==> src/rtl/shift_sequencer.sv <==
// shift_sequencer
//   Multi-step controller for the 4-bit combinational shifter. It latches one
//   command (mode, repeat count, operand). It then applies the selected shifter
//   mode once per clock for `count` cycles, feeding each result back as the next
//   operand. The final value is presented on dout together with a one-cycle done
//   pulse.
//
//   Optional feature: define SHIFT_SEQ_ABORT_EN to add the `abort` input, which
//   cancels a running command (SHIFT state only) without a done pulse.
//
// Parameters:
//   COUNT_W  width of the repeat-count field (max shifts = 2^COUNT_W - 1)
//
// Ports:
//   clk      system clock, rising edge
//   rst      asynchronous, active-high reset
//   start    command strobe, sampled only in IDLE
//   mode     shifter mode for this command
//   count    number of shift steps (0 = pass din straight through)
//   din      initial operand
//   sh_a     operand to the shifter (tap of the data register)
//   sh_mode  mode to the shifter (tap of the latched mode register)
//   sh_r     shifter result, combinational from sh_a/sh_mode
//   abort    (SHIFT_SEQ_ABORT_EN only) cancel the running command
//   busy     high in SHIFT and DONE
//   done     one-cycle pulse, dout valid in the same cycle
//   dout     final result, held until the next command's done
module shift_sequencer #(
  parameter int COUNT_W = 3
) (
  input  logic               clk,
  input  logic               rst,
  input  logic               start,
  input  logic [2:0]         mode,
  input  logic [COUNT_W-1:0] count,
  input  logic [3:0]         din,
  output logic [3:0]         sh_a,
  output logic [2:0]         sh_mode,
  input  logic [3:0]         sh_r,
`ifdef SHIFT_SEQ_ABORT_EN
  input  logic               abort,
`endif
  output logic               busy,
  output logic               done,
  output logic [3:0]         dout
);

  typedef enum logic [1:0] {
    IDLE  = 2'd0,
    SHIFT = 2'd1,
    DONE  = 2'd2
  } state_t;

  state_t             state;
  logic [3:0]         data;
  logic [2:0]         mode_r;
  logic [COUNT_W-1:0] cnt;

  // The shifter sees the registers directly; its result comes back on sh_r
  // within the same cycle.
  assign sh_a    = data;
  assign sh_mode = mode_r;

  always_ff @(posedge clk or posedge rst) begin
    if (rst) begin
      state  <= IDLE;
      data   <= '0;
      mode_r <= '0;
      cnt    <= '0;
      dout   <= '0;
      busy   <= 1'b0;
      done   <= 1'b0;
    end else begin
      done <= 1'b0;
      case (state)
        IDLE: begin
          if (start) begin
            data   <= din;
            mode_r <= mode;
            cnt    <= count;
            busy   <= 1'b1;
            if (count != '0) begin
              state <= SHIFT;
            end else begin
              // Zero-length command: skip SHIFT, the operand is the result.
              state <= DONE;
              done  <= 1'b1;
              dout  <= din;
            end
          end
        end

        SHIFT: begin
`ifdef SHIFT_SEQ_ABORT_EN
          if (abort) begin
            // Cancel wins over the final-step exit; dout keeps the last result.
            state <= IDLE;
            cnt   <= '0;
            busy  <= 1'b0;
          end else
`endif
          begin
            data <= sh_r;
            cnt  <= cnt - COUNT_W'(1);
            // Exit on cnt == 1 so the counter never wraps; dout captures the
            // final shifter result so it is valid alongside done.
            if (cnt == COUNT_W'(1)) begin
              state <= DONE;
              done  <= 1'b1;
              dout  <= sh_r;
            end
          end
        end

        DONE: begin
          state <= IDLE;
          busy  <= 1'b0;
        end

        default: begin
          state <= IDLE;
          busy  <= 1'b0;
        end
      endcase
    end
  end

endmodule

==> config.mk <==
export PLATFORM = sky130hd
export DESIGN_NAME = shift_sequencer
export DESIGN_NICKNAME = d
export VERILOG_FILES = /design/src/rtl/shift_sequencer.sv
export SDC_FILE = /design/constraint.sdc
export NUM_CORES = 1
export LEC_CHECK = 0
export CORE_MARGIN = 4
export CORE_UTILIZATION = 59
export DETAILED_ROUTE_END_ITERATION = 8
export DONT_BUFFER_PORTS = 1
export GPL_TIMING_DRIVEN = 0
export PLACE_DENSITY = 0.83
export SLEW_MARGIN = 10
export SYNTH_ARGS = -nofsm -noshare
export SYNTH_HDL_FRONTEND = slang
export SYNTH_SLANG_ARGS = --single-unit
==> constraint.sdc <==
create_clock -name clk -period 1.7 [get_ports clk]
set_clock_uncertainty 0.1 [all_clocks]
set_input_delay 0.17 -clock clk [delete_from_list [all_inputs] [get_ports clk]]
set_output_delay 0.17 -clock clk [all_outputs]
set_load 0.02 [all_outputs]
# Word level (Yosys, flattened, before mapping)
# Index checks and enable logic that the tools add are counted.
word_totals:
  in_bits: 17
  n_memories: 0
  elab_cells: 40
  ff_bits: 18
  ram_bits: 0
  latch_bits: 0
  out_inout_bits: 13
  mem_bits_ro: 0
classes:
  n_lt_le_gt_ge: 0
  bitwise_logic: 1
  n_reduce_logical: 8
  add_sub_neg: 1
  muxes: 18
  multipliers: 0
  div: 0
  n_eq_ne: 5
  shifts: 0
ops:
  columns: ["op", "n"]
  rows:
  - ["$mux W4", 4]
  - ["$pmux W4 S2", 2]
  - ["$reduce_and A2 Y1", 4]
  - ["$mux W2", 3]
  - ["$ne A2 B2 Y1 const B", 3]
  - ["$pmux W3 S2", 1]
  - ["$mux W1", 4]
  - ["$pmux W1 S2", 2]
  - ["$pmux W2 S2", 1]
  - ["$reduce_and A4 Y1", 1]
  - ["$eq A3 B1 Y1 const B", 1]
  - ["$mux W3", 1]
  - ["$reduce_bool A3 Y1", 1]
  - ["$sub A3 B1 Y3 const B", 1]
  - ["$eq A2 B1 Y1 const B", 1]
  - ["$logic_not A2 Y1", 1]
  - ["$reduce_bool A2 Y1", 1]
  - ["$not A1 Y1", 1]

# Depth between registers and ports, before layout
logic_depth:
  depth_word: 4
  depth_mapped: 5
  ltp_nobuf: 5

# Worst setup path before layout
# No wires, ideal clock.
synth_path:
  path_type: "flip-flop to flip-flop"
  start: "register state[0]"
  end: "register dout[0]"
  arrival_time_ps: 1319
  setup_time_ps: 125
  synth_period_minus_slack_ps: 1544
  path_slack_ps: 156
  stages_incl_launch_ff: 6
  cell_sequence: "dfrtp_1 -> buf_6 -> nor2b_4 -> buf_6 -> a32o_2 -> mux2_4"
synth_via:
  elab_chain_cells: 3
synth_lines:
  columns: ["element", "line", "rtl"]
  rows:
  - ["start, declared", "54", "state_t state;"]
  - ["start signal, assigned", "66", "state <= IDLE;"]
  - ["start signal, assigned", "83", "state <= SHIFT;"]
  - ["start signal, assigned", "86", "state <= DONE;"]
  - ["$eq A2 B1 Y1 / $logic_not A2 Y1 (equally long branches)", "75", "case (state)"]
  - ["$ne A2 B2 Y1 (no line) / $reduce_bool A2 Y1 (equally long branches)", null, null]
  - ["$reduce_and A4 Y1 (no line)", null, null]
  - ["end signal, assigned", "88", "dout <= din;"]
  - ["end signal, assigned", "110", "dout <= sh_r;"]
  - ["end, declared", "45", "output logic [3:0] dout"]
# Parallel ways exist; a longest one is shown, timed or not.
# A chain may end at the register's enable or synchronous reset.

# Final worst setup path
layout_path:
  start: "register state[0]"
  end: "register dout[1]"
# The elaborated chain is that of the path after synthesis.

==> results.tsv <==
stage	metric	value	unit
power_and_ir_drop	leakage	0.486	nW
setup_path	cp_cell_sequence	buf_6, nor3b_4, a32o_2, mux2_4	
power_and_ir_drop	p_per_area	1830	mW/mm^2
detailed_routing	drt_iter0_markers	8	
setup_path	worst_setup_path_end_kind	flop	
power_and_ir_drop	combPwrFrac	38.3	%
floorplanning	die_x	47.5	microns
detailed_routing	viasPerCell	6.01	
floorplanning	die-area	0.00225	sq mm
global_route	grt_pass1_wl	3080	microns
detailed_routing	drt_pass1_iterations	4	
floorplanning	ios	30	
yosys	seq_area_frac_synth	49.0	%
sta	holdWs	0.0562	ns
clock_tree	cts.path.max_buffers	2	
clock_tree	cts_buffers	3	
sta	finalSetupViolCount	0	
detailed_routing	wl_per_cell	17.9	microns
placement	hpwl	1390	microns
yosys	synth_edf_count	0	
outcome	outcome	complete, no violations	
power_and_ir_drop	netSwitchingPower	0.000808	W
detailed_routing	num_vias	655	
min_path	hold_class	in2reg	
setup_path	slowest_stage	dfrtp_1	
power_and_ir_drop	sw_frac_of_total	41.1	%
global_route	overflow	0	
clock_tree	clock_latency	0.30	ns
sta	fin_crit_sh	94.7	%
setup_path	critical_path_depth	4	
detailed_routing	antenna_left	0	
global_route	antenna_found_initial	0	
yosys	ys_ff_latch	18	
sta	min_period	1.61	ns
clock_tree	cts.repair.resized	0	
setup_path	crit_type	reg2reg	
sta	worst_slew_pin_slew	0.652	ns
min_path	holdPathStages	2	
yosys	async_reset_ff_share	100	%
setup_path	crit_arrival	1.69	ns
yosys	synth_nets	99	
floorplanning	rows	13	
clock_tree	cts.htree.levels	1	
placement	gp_congestion	0.750	
setup_path	path_delay_family	flip-flops	
floorplanning	start_util	66.4	%
setup_path	crit_required	1.78	ns
final_layout	nets	114	
sta	fin_tns_setup	0	ns
global_route	first_global_vias	698	
sta	max_slew_margin	56.5	%
clock_tree	path_clk_slew	0.11	ns
floorplanning	core_area	0.00138	sq mm
sta	fin_ws	0.0906	ns
yosys	syn_area	918	sq um
placement	portBuffers	0	
global_route	grt_max_degree	19	
detailed_routing	routed_wl	1950	microns
clock_tree	root_buffer	clkbuf_4	
yosys	synth_warnings	0	
yosys	synth_cells	80	
power_and_ir_drop	seqPwrFrac	48.3	%
yosys	synth_cell_types	27	
floorplanning	die_h	47.5	microns
final_layout	multi_input_area	412	sq um
setup_path	critPathMaxStageDelay	0.38	ns
power_and_ir_drop	power_frac_clock	13.4	%
sta	clock.fmax	621	MHz
power_and_ir_drop	ir_worst_vdd	0.00118	V
final_layout	syn2layout_area_growth	16.9	%
job	maxCapViolCount	0	
final_layout	fillCellCount	81	
global_route	grtUsageTotal	19.7	%
final_layout	regArea	450	sq um
sta	maxSlewViolCount	0	
clock_tree	cts_tree	yes	
yosys	synth.avg_cell_area	11.5	sq um
sta	rsz0062_at_grt	false	
power_and_ir_drop	p_int	0.00116	W
detailed_routing	drc	0	
setup_path	crit_path_max_fanout	9	
yosys	ys.flop_type	dfrtp_1	
final_layout	diodes	0	
setup_path	startpoint_type	flop	
placement	dp_slack	0.0910	ns
final_layout	drive_above_1_share	18.1	%
sta	hold_violations	0	
setup_path	reg2regPathDepth	4	
clock_tree	numClockSinks	18	
setup_path	cp_num_buf_inv	1	
## cells by family after synthesis
kind of cell	after synthesis	synth area share [%]
and+or+nand+nor	16	12.0
buffers and inverters	11	6.13
adders and majority gates	2	2.72
DFF	18	49.0
muxes	11	15.1
AOI/OAI and AO/OA	22	15.0
## cells in the mapped netlist, types with 2 or more instances
| cell | n | area, sq um |
|---|---|---|
| o21ai_0 | 6 | 30.0 |
| clkbuf_1 | 2 | 7.51 |
| a22oi_1 | 2 | 15.0 |
| nand2_1 | 5 | 18.8 |
| mux2_1 | 3 | 33.8 |
| and3b_1 | 2 | 17.5 |
| nor2_1 | 2 | 7.51 |
| a21oi_1 | 8 | 40.0 |
| mux2_2 | 4 | 45.0 |
| mux2_4 | 4 | 60.1 |
| ha_1 | 2 | 25.0 |
| inv_1 | 7 | 26.3 |
| dfrtp_1 | 18 | 450 |
| buf_6 | 2 | 22.5 |
## cell type report
| class | instances | area share (%) |
|---|---|---|
| clock buffers | 4 | 3.38 |
| flip-flops and latches | 18 | 42.0 |
| multi-input cells | 51 | 38.3 |
| plain buffers | 4 | 2.80 |
| inverters | 7 | 2.45 |
| well taps | 15 | 1.75 |
| repair buffers | 10 | 9.32 |
## power groups by stage
| stage | Clock [W] | Combinational (W) | Sequential (W) |
|---|---|---|---|
| floorplan | 0 | 0.000615 | 0.000922 |
| global placement | 0 | 0.000701 | 0.000953 |
| detailed placement | 0 | 0.000728 | 0.000962 |
| CTS | 0.000272 | 0.000751 | 0.000954 |
| global route | 0.000284 | 0.000844 | 0.000977 |
| finish | 0.000264 | 0.000752 | 0.000949 |
## repair_timing
action | CTS | global route
hold endpoints to repair | 25 | 0
hold buffers | 10 | 0
setup buffers | 0 | 0
## path summary, 6_finish.rpt
kind,from,to,slack (ns)
max,state[0]$_DFFE_PP0P_,dout[1]$_DFFE_PP0P_,0.09
max reg2reg,state[0]$_DFFE_PP0P_,dout[1]$_DFFE_PP0P_,0.09
max in group asynchronous,rst,state[0]$_DFFE_PP0P_,0.77
min in group asynchronous,rst,sh_a[3]$_DFFE_PP0P_,0.30
min,start,cnt[0]$_DFFE_PP0P_,0.06
min reg2reg,cnt[2]$_DFFE_PP0P_,cnt[2]$_DFFE_PP0P_,0.46
## flip-flops by register name, summed over array words and instances, names as in the netlist
name	cells
done	1
busy	1
cnt	3
sh_mode	3
sh_a	4
state	2
dout	4
## layout by cell type, fill, tap and decap left out, types with 3 or more instances in the layout
cell and n:
mux2_1 3, dfrtp_1 18, mux2_4 4, nand2_1 5, clkbuf_4 3, mux2_2 4, o21ai_0 6, a21oi_1 8
dlygate4sd3_1 10, inv_1 7
## per-layer routing
metal | share of wire (%) | global-route usage (%) | vias to the layer above
met2 | 48 | 30.7 | 33
met5 | 0 | 0 | -
met4 | 1.2 | 6.08 | 0
met3 | 11 | 10.2 | 6
met1 | 40 | 23.7 | 310
li1 | - | - | 306
## stage by stage
step | instance area [sq um] | instances | power (W) | util, %
6_report | 1070 | 109 | 0.00197 | 77.6
3_5_place_dp | 937 | 95 | 0.00169 | 67.8
3_3_place_gp | 937 | 95 | 0.00165 | 67.8
4_1_cts | 1070 | 109 | 0.00198 | 77.6
5_1_grt | 1070 | 109 | 0.00211 | 77.6
2_1_floorplan | 918 | 80 | 0.00154 | -
Note: power is estimated with default switching activity, not from simulation.
